--- config.mk ---
export PLATFORM = sky130hd
export DESIGN_NAME = mips_multicycle_ctrl_flat
export DESIGN_NICKNAME = d
export VERILOG_FILES = /design/src/rtl/mips_pkg.sv /design/src/rtl/mips_multicycle_ctrl_if.sv /design/src/rtl/mips_ctrl_decode.sv /design/src/rtl/mips_multicycle_ctrl.sv /design/src/flat_wrapper.sv
export SDC_FILE = /design/constraint.sdc
export NUM_CORES = 1
export LEC_CHECK = 0
export ABC_AREA = 0
export BUFFER_PORTS_ARGS = -buffer_cell sky130_fd_sc_hd__buf_2
export CAP_MARGIN = 20
export CORE_MARGIN = 2
export CORE_UTILIZATION = 36
export DETAILED_ROUTE_END_ITERATION = 12
export PLACE_DENSITY = 0.74
export SETUP_SLACK_MARGIN = 0.05
export SYNTH_ARGS = -nofsm -noshare
export SYNTH_HDL_FRONTEND = slang
export SYNTH_SLANG_ARGS = --single-unit
--- constraint.sdc ---
create_clock -name clk -period 1.35 [get_ports clk]
set_input_delay 0.2025 -clock clk [delete_from_list [all_inputs] [get_ports clk]]
set_output_delay 0.2025 -clock clk [all_outputs]
set_load 0.02 [all_outputs]
--- src/rtl/mips_pkg.sv ---
// mips_pkg: shared definitions for the multicycle MIPS main controller.
//   - opcode constants for the supported instructions
//   - controller state enum (4-bit, also exported on the debug state port)
//   - ALU_OP, ALU_SRC_B and PC_SRC mux encodings
//   - ctrl_t: bundle of every datapath enable / select the controller drives
package mips_pkg;

    localparam logic [5:0] OP_RTYPE = 6'h00;
    localparam logic [5:0] OP_J     = 6'h02;
    localparam logic [5:0] OP_BEQ   = 6'h04;
    localparam logic [5:0] OP_ADDI  = 6'h08;
    localparam logic [5:0] OP_LW    = 6'h23;
    localparam logic [5:0] OP_SW    = 6'h2B;

    typedef enum logic [3:0] {
        S_IDLE      = 4'd0,
        S_FETCH     = 4'd1,
        S_DECODE    = 4'd2,
        S_MEM_ADDR  = 4'd3,
        S_MEM_READ  = 4'd4,
        S_MEM_WB    = 4'd5,
        S_MEM_WRITE = 4'd6,
        S_EXECUTE   = 4'd7,
        S_ALU_WB    = 4'd8,
        S_BRANCH    = 4'd9,
        S_JUMP      = 4'd10,
        S_ADDI_EXEC = 4'd11,
        S_ADDI_WB   = 4'd12
    } state_t;

    localparam logic [1:0] ALU_OP_ADD   = 2'b00;
    localparam logic [1:0] ALU_OP_SUB   = 2'b01;
    localparam logic [1:0] ALU_OP_FUNCT = 2'b10;

    localparam logic [1:0] ALU_SRC_B_REG  = 2'b00;
    localparam logic [1:0] ALU_SRC_B_FOUR = 2'b01;
    localparam logic [1:0] ALU_SRC_B_SEXT = 2'b10;
    localparam logic [1:0] ALU_SRC_B_SH2  = 2'b11;

    localparam logic [1:0] PC_SRC_ALU    = 2'b00;
    localparam logic [1:0] PC_SRC_ALUOUT = 2'b01;
    localparam logic [1:0] PC_SRC_JUMP   = 2'b10;

    typedef struct packed {
        logic       pc_write;
        logic       pc_write_cond;
        logic       i_or_d;
        logic       mem_read;
        logic       mem_write;
        logic       ir_write;
        logic       reg_dst;
        logic       mem_to_reg;
        logic       reg_write;
        logic       alu_src_a;
        logic [1:0] alu_src_b;
        logic [1:0] alu_op;
        logic [1:0] pc_source;
    } ctrl_t;

    localparam ctrl_t CTRL_NONE = '0;

endpackage

--- src/rtl/mips_multicycle_ctrl_if.sv ---
// mips_multicycle_ctrl_if: controller <-> datapath/memory signal bundle.
//   master modport: the controller (drives enables/selects, reads opcode/mem_ready)
//   slave modport : the datapath and memory side
// Handshake: mem_read/mem_write are held high for as long as the access is
// outstanding; the access completes in the cycle where mem_ready is also 1,
// and the controller leaves the access state on that clock edge.
interface mips_multicycle_ctrl_if #(
    parameter int OP_W = 6
);
    logic [OP_W-1:0] opcode;
    logic            mem_ready;
    logic            pc_write;
    logic            pc_write_cond;
    logic            i_or_d;
    logic            mem_read;
    logic            mem_write;
    logic            ir_write;
    logic            reg_dst;
    logic            mem_to_reg;
    logic            reg_write;
    logic            alu_src_a;
    logic [1:0]      alu_src_b;
    logic [1:0]      alu_op;
    logic [1:0]      pc_source;
    logic            illegal_op;
    logic [3:0]      state;

    modport master (
        input  opcode, mem_ready,
        output pc_write, pc_write_cond, i_or_d, mem_read, mem_write, ir_write,
               reg_dst, mem_to_reg, reg_write, alu_src_a, alu_src_b, alu_op,
               pc_source, illegal_op, state
    );

    modport slave (
        output opcode, mem_ready,
        input  pc_write, pc_write_cond, i_or_d, mem_read, mem_write, ir_write,
               reg_dst, mem_to_reg, reg_write, alu_src_a, alu_src_b, alu_op,
               pc_source, illegal_op, state
    );
endinterface

--- src/rtl/mips_ctrl_decode.sv ---
// mips_ctrl_decode: purely combinational Moore decode of the controller state
// into datapath controls. mem_ready only gates ir_write/pc_write in FETCH.
//   i_state     : current controller state
//   i_mem_ready : memory completed the access this cycle
//   o_ctrl      : all datapath enables and mux selects
module mips_ctrl_decode
    import mips_pkg::*;
(
    input  state_t i_state,
    input  logic   i_mem_ready,
    output ctrl_t  o_ctrl
);

    always_comb begin
        o_ctrl = CTRL_NONE;
        case (i_state)
            S_FETCH: begin
                o_ctrl.mem_read  = 1'b1;
                o_ctrl.alu_src_b = ALU_SRC_B_FOUR;
                o_ctrl.alu_op    = ALU_OP_ADD;
                o_ctrl.pc_source = PC_SRC_ALU;
                // IR and PC load only once the instruction word is actually there.
                o_ctrl.ir_write  = i_mem_ready;
                o_ctrl.pc_write  = i_mem_ready;
            end
            S_DECODE: begin
                // Precompute the branch target into ALUOut.
                o_ctrl.alu_src_b = ALU_SRC_B_SH2;
                o_ctrl.alu_op    = ALU_OP_ADD;
            end
            S_MEM_ADDR, S_ADDI_EXEC: begin
                o_ctrl.alu_src_a = 1'b1;
                o_ctrl.alu_src_b = ALU_SRC_B_SEXT;
                o_ctrl.alu_op    = ALU_OP_ADD;
            end
            S_MEM_READ: begin
                o_ctrl.mem_read = 1'b1;
                o_ctrl.i_or_d   = 1'b1;
            end
            S_MEM_WB: begin
                o_ctrl.reg_write  = 1'b1;
                o_ctrl.mem_to_reg = 1'b1;
            end
            S_MEM_WRITE: begin
                o_ctrl.mem_write = 1'b1;
                o_ctrl.i_or_d    = 1'b1;
            end
            S_EXECUTE: begin
                o_ctrl.alu_src_a = 1'b1;
                o_ctrl.alu_src_b = ALU_SRC_B_REG;
                o_ctrl.alu_op    = ALU_OP_FUNCT;
            end
            S_ALU_WB: begin
                o_ctrl.reg_write = 1'b1;
                o_ctrl.reg_dst   = 1'b1;
            end
            S_BRANCH: begin
                o_ctrl.alu_src_a     = 1'b1;
                o_ctrl.alu_src_b     = ALU_SRC_B_REG;
                o_ctrl.alu_op        = ALU_OP_SUB;
                o_ctrl.pc_write_cond = 1'b1;
                o_ctrl.pc_source     = PC_SRC_ALUOUT;
            end
            S_JUMP: begin
                o_ctrl.pc_write  = 1'b1;
                o_ctrl.pc_source = PC_SRC_JUMP;
            end
            S_ADDI_WB: begin
                o_ctrl.reg_write = 1'b1;
            end
            default: o_ctrl = CTRL_NONE;
        endcase
    end

endmodule

--- src/rtl/mips_multicycle_ctrl.sv ---
// mips_multicycle_ctrl: main control FSM of the multicycle MIPS datapath.
// Supports lw, sw, R-type, beq, j, addi; stalls in FETCH/MEM_READ/MEM_WRITE
// until mem_ready.
//   clk   : rising-edge clock
//   rst_n : asynchronous active-low reset (forces IDLE, all strobes low)
//   bus   : master side of mips_multicycle_ctrl_if (opcode/mem_ready in,
//           all datapath controls, illegal_op and debug state out)
module mips_multicycle_ctrl
    import mips_pkg::*;
#(
    parameter int OP_W = 6
) (
    input  logic                          clk,
    input  logic                          rst_n,
    mips_multicycle_ctrl_if.master        bus
);

    state_t          r_state;
    state_t          w_next;
    logic            w_illegal;
    ctrl_t           w_ctrl;
    logic [OP_W-1:0] w_opcode;

    assign w_opcode = bus.opcode;

    always_ff @(posedge clk or negedge rst_n) begin
        if (!rst_n) begin
            r_state <= S_IDLE;
        end else begin
            r_state <= w_next;
        end
    end

    // opcode is looked at only in DECODE and MEM_ADDR.
    always_comb begin
        w_next    = r_state;
        w_illegal = 1'b0;
        case (r_state)
            S_IDLE:      w_next = S_FETCH;
            S_FETCH:     w_next = bus.mem_ready ? S_DECODE : S_FETCH;
            S_DECODE: begin
                case (w_opcode)
                    OP_LW, OP_SW: w_next = S_MEM_ADDR;
                    OP_RTYPE:     w_next = S_EXECUTE;
                    OP_BEQ:       w_next = S_BRANCH;
                    OP_J:         w_next = S_JUMP;
                    OP_ADDI:      w_next = S_ADDI_EXEC;
                    default: begin
                        w_next    = S_FETCH;
                        w_illegal = 1'b1;
                    end
                endcase
            end
            S_MEM_ADDR:  w_next = (w_opcode == OP_SW) ? S_MEM_WRITE : S_MEM_READ;
            S_MEM_READ:  w_next = bus.mem_ready ? S_MEM_WB : S_MEM_READ;
            S_MEM_WB:    w_next = S_FETCH;
            S_MEM_WRITE: w_next = bus.mem_ready ? S_FETCH : S_MEM_WRITE;
            S_EXECUTE:   w_next = S_ALU_WB;
            S_ALU_WB:    w_next = S_FETCH;
            S_BRANCH:    w_next = S_FETCH;
            S_JUMP:      w_next = S_FETCH;
            S_ADDI_EXEC: w_next = S_ADDI_WB;
            S_ADDI_WB:   w_next = S_FETCH;
            default:     w_next = S_IDLE;
        endcase
    end

    mips_ctrl_decode u_decode (
        .i_state     (r_state),
        .i_mem_ready (bus.mem_ready),
        .o_ctrl      (w_ctrl)
    );

    assign bus.pc_write      = w_ctrl.pc_write;
    assign bus.pc_write_cond = w_ctrl.pc_write_cond;
    assign bus.i_or_d        = w_ctrl.i_or_d;
    assign bus.mem_read      = w_ctrl.mem_read;
    assign bus.mem_write     = w_ctrl.mem_write;
    assign bus.ir_write      = w_ctrl.ir_write;
    assign bus.reg_dst       = w_ctrl.reg_dst;
    assign bus.mem_to_reg    = w_ctrl.mem_to_reg;
    assign bus.reg_write     = w_ctrl.reg_write;
    assign bus.alu_src_a     = w_ctrl.alu_src_a;
    assign bus.alu_src_b     = w_ctrl.alu_src_b;
    assign bus.alu_op        = w_ctrl.alu_op;
    assign bus.pc_source     = w_ctrl.pc_source;
    assign bus.illegal_op    = w_illegal;
    assign bus.state         = r_state;

endmodule

--- src/flat_wrapper.sv ---
// flat-port wrapper written by rule: the top's interface ports become plain ports
module mips_multicycle_ctrl_flat import mips_pkg::*;
#(
    parameter int OP_W = 6
)
  (clk, rst_n, bus_opcode, bus_mem_ready, bus_pc_write, bus_pc_write_cond, bus_i_or_d, bus_mem_read, bus_mem_write, bus_ir_write, bus_reg_dst, bus_mem_to_reg, bus_reg_write, bus_alu_src_a, bus_alu_src_b, bus_alu_op, bus_pc_source, bus_illegal_op, bus_state);
  mips_multicycle_ctrl_if #(.OP_W(OP_W)) bus_i ();
  input  logic clk;
  input  logic rst_n;
  input wire logic [$bits(bus_i.opcode)-1:0] bus_opcode;
  input wire logic [$bits(bus_i.mem_ready)-1:0] bus_mem_ready;
  output wire logic [$bits(bus_i.pc_write)-1:0] bus_pc_write;
  output wire logic [$bits(bus_i.pc_write_cond)-1:0] bus_pc_write_cond;
  output wire logic [$bits(bus_i.i_or_d)-1:0] bus_i_or_d;
  output wire logic [$bits(bus_i.mem_read)-1:0] bus_mem_read;
  output wire logic [$bits(bus_i.mem_write)-1:0] bus_mem_write;
  output wire logic [$bits(bus_i.ir_write)-1:0] bus_ir_write;
  output wire logic [$bits(bus_i.reg_dst)-1:0] bus_reg_dst;
  output wire logic [$bits(bus_i.mem_to_reg)-1:0] bus_mem_to_reg;
  output wire logic [$bits(bus_i.reg_write)-1:0] bus_reg_write;
  output wire logic [$bits(bus_i.alu_src_a)-1:0] bus_alu_src_a;
  output wire logic [$bits(bus_i.alu_src_b)-1:0] bus_alu_src_b;
  output wire logic [$bits(bus_i.alu_op)-1:0] bus_alu_op;
  output wire logic [$bits(bus_i.pc_source)-1:0] bus_pc_source;
  output wire logic [$bits(bus_i.illegal_op)-1:0] bus_illegal_op;
  output wire logic [$bits(bus_i.state)-1:0] bus_state;
  assign bus_i.opcode = bus_opcode;
  assign bus_i.mem_ready = bus_mem_ready;
  assign bus_pc_write = bus_i.pc_write;
  assign bus_pc_write_cond = bus_i.pc_write_cond;
  assign bus_i_or_d = bus_i.i_or_d;
  assign bus_mem_read = bus_i.mem_read;
  assign bus_mem_write = bus_i.mem_write;
  assign bus_ir_write = bus_i.ir_write;
  assign bus_reg_dst = bus_i.reg_dst;
  assign bus_mem_to_reg = bus_i.mem_to_reg;
  assign bus_reg_write = bus_i.reg_write;
  assign bus_alu_src_a = bus_i.alu_src_a;
  assign bus_alu_src_b = bus_i.alu_src_b;
  assign bus_alu_op = bus_i.alu_op;
  assign bus_pc_source = bus_i.pc_source;
  assign bus_illegal_op = bus_i.illegal_op;
  assign bus_state = bus_i.state;
  mips_multicycle_ctrl #(.OP_W(OP_W)) u_core (.clk(clk), .rst_n(rst_n), .bus(bus_i));
endmodule
**After elaboration in Yosys (flattened, before gate mapping)**

Cells that the tools add are included.

- Register bits after elaboration: 4
- Bits of input ports: 9
- Output and inout bits: 21
- Logic and storage cells: 48

- Eq/ne operators: 17
- Mux-type cells: 20
- Reduce and logical (&&, ||, !) cells: 10

Operators with widths:

| cell | count |
|---|---|
| 4-bit case mux with 5 select lines | 2 |
| 4-bit case mux with 8 select lines | 1 |
| 4-bit == test, second input constant | 5 |
| 4-bit by 3-bit == test with 1-bit output, second input constant | 4 |
| 6-bit == test, second input constant | 2 |
| 1-bit 2-to-1 mux | 12 |
| 6-bit OR reduction | 2 |
| 4-bit by 2-bit == test with 1-bit output, second input constant | 2 |
| 2-bit OR reduction | 4 |
| 6-bit by 2-bit == test with 1-bit output, second input constant | 1 |
| 6-bit by 3-bit == test with 1-bit output, second input constant | 1 |
| 6-bit by 4-bit == test with 1-bit output, second input constant | 1 |
| 6-bit logical NOT | 1 |
| 4-bit by 1-bit == test with 1-bit output, second input constant | 1 |
| 4-bit logical NOT | 1 |
| 2-bit 2-to-1 mux | 2 |
| 2-bit case mux with 2 select lines | 1 |
| 4-bit OR reduction | 1 |
| 3-bit 2-to-1 mux | 1 |
| 3-bit OR reduction | 1 |
| 1-bit case mux with 2 select lines | 1 |

**Depth between registers and ports, before layout**

Gate-level depths: netlist of run 1.

- Word-level depth: 4
- Mapped depth: 5
- Gate-level depth less buffers: 3

**Modules after synthesis**

From an unflattened synthesis of run 1, not the netlist that was laid out.

- Cell total of the unflattened synthesis: 74
- Area total of the unflattened synthesis: 603.1 um^2

By module, submodules not included:

| module | times used | cells each | area an instance (um^2) | sequential area each (um^2) |
|---|---|---|---|---|
| mips_multicycle_ctrl | 1 | 43 | 362.8 | 100.1 |
| mips_ctrl_decode | 1 | 31 | 240.2 | 0.0 |

**Worst setup path before layout of run 1**

OpenSTA, ideal clock, no wires.

- Path kind: flip-flop to output port
- From: reg u_core.r_state[0] (netlist: u_core.bus.state[0])
- To: out bus_pc_source[0]
- Arrival: 1.524 ns
- Required time: 1.148 ns
- Path slack: -0.377 ns
- Cell stages (with the launch flop): 6
- Path through: dfrtp_1 > clkbuf_2 > buf_2 > nand2_1 > nor2_1 > buf_4

- Longest elaborated chain between the ends: 2

RTL lines:

| element | RTL line | text |
|---|---|---|
| start, declared | mips_multicycle_ctrl.sv:18 | `state_t r_state;` |
| start signal, assigned | mips_multicycle_ctrl.sv:30 | `r_state <= w_next;` |
| 4-bit == test | mips_ctrl_decode.sv:16 | `case (i_state)` |
| 2-bit case mux with 2 select lines * | mips_ctrl_decode.sv:16 |  |
| end, declared | flat_wrapper.sv:24 | `output wire logic [$bits(bus_i.pc_source)-1:0] bus_pc_source;` |

Every way passes the cells marked *; elsewhere a longest branch is shown, timed or not.

**Final worst setup path of run 1**

- From: reg u_core.r_state[0] (netlist: u_core.bus.state[0])
- To: out bus_pc_write

- Longest elaborated chain between the ends: 2

RTL lines:

| element | RTL line | text |
|---|---|---|
| 4-bit == test / 4-bit by 1-bit == test with 1-bit output (equally long branches) | mips_ctrl_decode.sv:16 |  |
| 1-bit case mux with 2 select lines * | mips_ctrl_decode.sv:16 |  |
| end, declared | flat_wrapper.sv:12 | `output wire logic [$bits(bus_i.pc_write)-1:0] bus_pc_write;` |

Marks and branches as above.

==> results.toml, run 1 <==
[run_status]
run_status = "finished with violations"
violations = "setup timing"

[placement]
io_buffer_count = 29
placement.setup.worst_slack_ps = 23.01
gpl.final_weighted_congestion = 0.8153
detailed_placement_hpwl_microns = 1228
detailed_place.area_sq_um = 825.8

[drt]
viasPerCell = 5.833
drt_first_pass_iters = 4
route.vias.total = 805
finalWirelength_microns = 2575
avgRoutedWirePerCell_microns = 18.66
drt-initial-drc-count = 31
post-route-drc-count = 0
detail-route-antenna-nets = 0

[setup_path]
cp.arrival_ps = 1390
crit_slowest_cell = "dfrtp_2"
cp.required_ps = 1150
critPathMaxStageDelay_ps = 460
critPathMaxFanout = 6
critical_path.n_buffers_inverters = 1
cp_cell_sequence = "and2b_2 -> a2bb2oi_2 -> nor2_4 -> buf_6"
crit_path_start_kind = "flip-flop"
setup.worst_path.end_class = "primary output"
crit_family = "flip-flops"
type_of_the_worst_setup_path = "flip-flop to primary output"

[synth]
synth_compound_area_share_pct = 28.54
number_of_flops_mapped_to_enable_cells_by_yosys = 0
yosys.area_share.xor_xnor_pct = 3.302
synth_top_family_by_area = "simple AND/OR/NAND/NOR gates"
adder_cell_area_share_of_the_yosys_netlist_pct = 1.887
synth.area.mux_share_pct = 0
synthTopCellsByArea = "dfrtp_1 19%, nor2_1 7.8%, nor3_1 4.7%"
synth_simple_gate_area_share_pct = 38.21
synthesis.area_per_instance_sq_um = 7.689
synth_nets = 78
ys.warnings.count = 0
yosysTopAreaCell = "dfrtp_1"
synth_top_flop_cell = "dfrtp_1"
synth_async_sr_flop_share_pct = 100.0
synth_largest_type_area_fraction_pct = 18.87
ys_types = 39
syn-cell-area_sq_um = 530.5
ys_seq_area_share_pct = 18.87
synthCells = 69
ys_seq_elements = 4

[floorplan]
die_width_microns = 42.39
io-pin-count = 30
coreArea_sq_mm = 0.001334
start_util_pct = 39.77
fp-row-count = 13
design.die.area_sq_mm = 0.001796
die_y_microns = 42.39

[finish]
syn_to_final_growth_pct = 123.8
layout-drive-gt1-share_pct = 78.86
fill_cells = 62
final_cell_mix = "27 x buf_4, 17 x buf_6, 12 x buf_2"
antenna_diodes = 0
final_nets = 134
multiInputGateArea_sq_um = 569.3
most_common_cell_after_layout_fill_and_taps_aside = "buf_4"
layout.area.seq_sq_um = 105.1
largest_reg_flops = 4
final_design_area_no_fill_sq_mm = 0.001187

[timing]
layout_worst_path_cycle_share_pct = 118.0
setup_tns_ps = -2791
period_minus_slack_ps = 1593
setup_violations = 20
tightest_slew_ps = 356.3
hold_ws_ps = 288.2
fmaxAchievable_mhz = 627.6
hold_violations = 0
worst_clock_skew_ps = 5.164
layout_setup_ws_ps = -243.4
maxSlewViolCount = 0
relSlewSlack_pct = 76.02
setup_repair_after_global_routing_missed_its_margin = "true"

[hold_path]
holdCritPathClass = "input pin to flip-flop"

[global_routing]
via_count_of_the_first_global_routing_pass = 680
gr_overflow_total = 0
antenna_found_initial = 0
wire_length_of_the_first_global_routing_pass_microns = 2946
grt_util_all_layers_pct = 20.95
grt_start_max_net_pins = 9

[pwr]
power.ir.vdd_worst_mv = 1.400
pwr_density_cell_mw_per_mm2 = 2121
p_leak_nw = 0.5281

[clock_tree]
numCtsBuffers = 3
cts-root-buf = "clkbuf_4"
clock_tree.buffer_depth = 2
number_of_levels_in_the_clock_h_tree = 1
cts_tree = "done"
number_of_sinks_driven_by_the_clock_tree = 4
clk_transition_reported_paths_ps = 40
clock_latency_ps = 240

[flow_run]
max_cap_viol_count = 0
## stage by stage
step           cells  power, W  util [%]
5_1_grt          138  0.002621     89.02
6_report         138  0.002519     89.02
3_5_place_dp     119  0.001589     61.91
3_3_place_gp     119  0.001559     61.91
4_1_cts          132  0.002056     75.99
2_1_floorplan     69  0.001248         -
## logic make-up after synthesis
family,after synthesis
xor gates and xnor gates,2
DFF,4
buffers and inverters,8
adders and majority gates,1
and+or+nand+nor,35
AOI/OAI and AO/OA,19
## Yosys cell counts, drive strengths merged, types with 2 or more instances
library cell  count
nor2             11
buf               5
nand2             5
nor3              5
dfrtp             4
nand2b            4
a21oi             3
a211oi            2
inv               2
nor4              2
o21ai             2
## per-layer routing
| metal | wire length, microns | share of wire (%) | track usage (%) |
|---|---|---|---|
| met1 | 980 | 38 | 24.42 |
| met5 | 0 | 0 | 0 |
| met3 | 162 | 6.3 | 6.466 |
| met2 | 1344 | 52 | 37.23 |
| met4 | 88 | 3.4 | 4.375 |
## worst reg2reg max path, delay by kind of cell (launching register included)
family / cells / cell delay, ps
flip-flops: 1 / 440
buffers and inverters: 3 / 430
AO/OA/AOI/OAI: 2 / 300
AND/OR/NAND/NOR: 1 / 140
## power by group
part / total (W) / internal [W] / switching, W / leakage (nW)
registers: 0.000270 / 0.000172 / 0.0000977 / 0.0459
logic: 0.00210 / 0.000988 / 0.00111 / 0.468
clock network: 0.000148 / 0.0000993 / 0.0000483 / 0.0138
## path summary, 6_finish.rpt
path	startpoint	to	slack, ps	cells after the start
setup / recovery	u_core.bus.state[0]	bus_pc_write	-240	4
hold / removal	bus_opcode[5]	u_core.bus.state[3]	290	4
setup reg to reg	u_core.bus.state[2]	u_core.bus.state[0]	-80	6
hold reg to reg	u_core.bus.state[1]	u_core.bus.state[0]	730	3
max in group asynchronous	rst_n	u_core.bus.state[3]	850	2
min in group asynchronous	rst_n	u_core.bus.state[1]	350	2
## area by class of cell
class	instances	share of cell area, %
Inverter	2	0.6322
Multi-Input combinational cell	57	47.95
Clock buffer	3	1.897
Tap cell	15	1.581
Timing Repair Buffer	57	39.09
Sequential cell	4	8.851
## what timing repair did
item                                    in CTS  in global routing
gates cloned                                 0                  0
gates resized for setup                     31                 32
endpoints found under the hold margin        4                  0
endpoints found under the setup margin      17                 21
hold buffers                                 1                  0
pin swaps                                    4                  8
setup buffers                                9                  7
(Power assumes the default switching activity.)
==> run 2: changes to the inputs <==
--- a/config.mk
+++ b/config.mk
@@ -5,13 +5,13 @@
 export SDC_FILE = /design/constraint.sdc
 export NUM_CORES = 1
 export LEC_CHECK = 0
-export ABC_AREA = 0
+export ABC_AREA = 1
 export BUFFER_PORTS_ARGS = -buffer_cell sky130_fd_sc_hd__buf_2
 export CAP_MARGIN = 20
 export CORE_MARGIN = 2
 export CORE_UTILIZATION = 36
 export DETAILED_ROUTE_END_ITERATION = 12
-export PLACE_DENSITY = 0.74
+export PLACE_DENSITY = 0.76
 export SETUP_SLACK_MARGIN = 0.05
 export SYNTH_ARGS = -nofsm -noshare
 export SYNTH_HDL_FRONTEND = slang
==> run 2 against run 1 <==
Effect of this change:
- the flow still finishes with violations (setup timing)
- worst hold slack improved by 23 ps
- clock skew increased by 3.9 ps
- total power shrank 15%
- area after synthesis is 8.7% lower
- synthesized cell count rose by 28%
- design area is 21% lower
- utilization down 16 points
- critical path depth increased by 3
- critical path type unchanged
- via count is 9.8% lower
==> results.toml, run 2 <==
[run_status]
run_status = "finished with violations"
violations = "setup timing"

[synth]
synth.area.mux_share_pct = 0
synthCells = 88
ys_seq_elements = 4
synth_simple_gate_area_share_pct = 59.69
synthesis.area_per_instance_sq_um = 5.502
yosysMostFrequentCell = "nand2_1"
synth_top_family_by_area = "simple AND/OR/NAND/NOR gates"
synthTopCellsByArea = "dfrtp_1 21%, nand2_1 17%, nor2_1 12%"
adder_cell_area_share_of_the_yosys_netlist_pct = 0
ys_seq_area_share_pct = 20.67
yosysTopAreaCell = "dfrtp_1"
synth.top_cells.by_count = "22 x nand2_1, 15 x nor2_1, 12 x inv_1"
synth_compound_area_share_pct = 4.134
yosys.area_share.xor_xnor_pct = 0
synth_top_flop_cell = "dfrtp_1"
synth_async_sr_flop_share_pct = 100.0
synth_largest_type_area_fraction_pct = 20.67
syn-cell-area_sq_um = 484.2
ys_types = 15
number_of_flops_mapped_to_enable_cells_by_yosys = 0
ys.warnings.count = 0
synth_nets = 97

[pwr]
power.ir.vdd_worst_mv = 0.9776
p_leak_nw = 0.5639
pwr_density_cell_mw_per_mm2 = 2300

[drt]
highest_layer = "met4"
avgRoutedWirePerCell_microns = 11.79
total_met2_wirelength_after_detailed_routing_microns = 972
wl_met1_microns = 646
detail-route-antenna-nets = 0
drt-initial-drc-count = 5
finalWirelength_microns = 1722
wl_met3_microns = 67
route.vias.total = 726
post-route-drc-count = 0
drt_first_pass_iters = 4
viasPerCell = 4.973

[finish]
fin_util_pct = 72.54
syn_to_final_growth_pct = 92.51
antenna_diodes = 0
final_design_area_no_fill_sq_um = 932.1
layout-drive-gt1-share_pct = 60.31
final_cell_mix = "16 x buf_2, 15 x nand2_1, 12 x nor2_1, 12 x buf_6, 11 x buf_4"
final_nets = 141
most_common_cell_after_layout_fill_and_taps_aside = "buf_2"
largest_reg_flops = 4

[setup_path]
ff2ff_path_depth = 8
critical_path.n_buffers_inverters = 4
crit_slowest_cell = "dfrtp_2"
cp.arrival_ps = 1310
type_of_the_worst_setup_path = "flip-flop to primary output"
crit_family = "flip-flops"
cp.required_ps = 1150
rr_endpoint = "u_core.bus.state[2]"
crit_path_start_kind = "flip-flop"
cp_cell_sequence = "nor2_4 -> inv_2 -> nor2_4 -> buf_6 -> inv_4 -> nand2_2 -> buf_6"
setup.worst_path.end_class = "primary output"
rrSetupSlack_ps = 40
worstReg2RegStart = "u_core.bus.state[3]"
critPathMaxStageDelay_ps = 440
critPathMaxFanout = 4

[global_routing]
antenna_found_initial = 0
wire_length_of_the_first_global_routing_pass_microns = 2415
grt_start_max_net_pins = 7
grt_util_all_layers_pct = 22.76
via_count_of_the_first_global_routing_pass = 619
gr_overflow_total = 0

[placement]
io_buffer_count = 29
gpl.final_weighted_congestion = 0.8386
detailed_place.area_sq_um = 679.4
detailed_placement_hpwl_microns = 1077
placement.setup.worst_slack_ps = 48.50

[timing]
tightest_slew_ps = 298.8
setup_repair_after_global_routing_missed_its_margin = "true"
hold_violations = 0
setup_violations = 17
setup_tns_ps = -1686
period_minus_slack_ps = 1509
worst_clock_skew_ps = 9.066
layout_setup_ws_ps = -159.1
layout_worst_path_cycle_share_pct = 111.8
relSlewSlack_pct = 79.87
maxSlewViolCount = 0
fmaxAchievable_mhz = 662.6

[clock_tree]
clk_transition_reported_paths_ps = 40
cts-root-buf = "clkbuf_4"
numCtsBuffers = 3
number_of_levels_in_the_clock_h_tree = 1
clock_latency_ps = 240
clock_tree.buffer_depth = 2
number_of_sinks_driven_by_the_clock_tree = 4
cts_tree = "done"

[floorplan]
die_width_microns = 40.68
start_util_pct = 37.68
fp-row-count = 13
io-pin-count = 30
design.die.area_sq_mm = 0.001654
coreArea_sq_mm = 0.001285
die_y_microns = 40.68

[flow_run]
max_cap_viol_count = 0

[hold_path]
holdCritPathClass = "input pin to asynchronous set/reset pin"
run 2: changes by cell type in the layout (fill, tap and decap cells not counted), moves of 4 or more:
cell	change
buf_4	-16
nand2_1	+12
nor2_1	+11
nand3_1	+8
inv_1	+7
inv_2	+7
buf_6	-5
nand2_2	+5
buf_2	+4
run 2: final cells by class:
| cell class | instances | area (sq um) |
|---|---|---|
| multi-input cells | 65 | 401.6 |
| clock buffers | 4 | 26.28 |
| repair buffers | 40 | 307.8 |
| flip-flops and latches | 4 | 105.1 |
| well taps | 15 | 18.77 |
| inverters | 18 | 72.57 |
| fillers | 98 | 352.8 |
run 2: cells by family after synthesis:
| group | count (synthesis) |
|---|---|
| flip-flops | 4 |
| buffers and inverters | 19 |
| AND/OR/NAND/NOR | 61 |
| AO/OA/AOI/OAI | 4 |
run 2: worst register-to-register path: stages, from the launching register on:
cell	delay (ps)
dfrtp_2	440
nor2_4	130
inv_2	60
nor2_4	130
buf_6	120
buf_4	100
buf_6	90
nand4_1	70
nand4_1	100
run 2: worst max-delay path by stage:
stage                            end  cells past startpoint  slack (ps)                start
finish              bus_alu_src_b[0]                      7        -160  u_core.bus.state[3]
CTS                   bus_illegal_op                      6        -140  u_core.bus.state[3]
global route          bus_illegal_op                      6        -220  u_core.bus.state[0]
global placement      bus_illegal_op                      6          40  u_core.bus.state[0]
floorplan             bus_illegal_op                      4          30  u_core.bus.state[1]
detailed placement    bus_illegal_op                      6          50  u_core.bus.state[0]
run 2: what timing repair did:
action                                  CTS  global route
pin swaps                                 4             5
hold buffers                              1             0
endpoints found under the setup margin   17            18
endpoints found under the hold margin     4             0
gates resized for setup                  30            22
setup buffers                             5             2
run 2: power by group:
group	switching [W]	internal, W	total [W]
logic	0.000960	0.000721	0.00168
clock network	0.0000524	0.000111	0.000164
registers	0.000120	0.000179	0.000299
total	0.00113	0.00101	0.00214
run 2: through the flow:
stage | instances | power, W | hold WS [ps]
CTS | 144 | 0.001880 | 291.6
detailed placement | 134 | 0.001394 | 6.987
floorplan | 88 | 0.001023 | -93.09
global placement | 134 | 0.001386 | 5.936
finish | 146 | 0.002144 | 311.1
global route | 146 | 0.002269 | 328.0
run 2: routing by layer:
metal	vias to the layer above	GRT usage, %
met2	27	40.08
met3	4	3.804
met4	0	20.00
met5	-	0
met1	337	22.77
li1	358	-
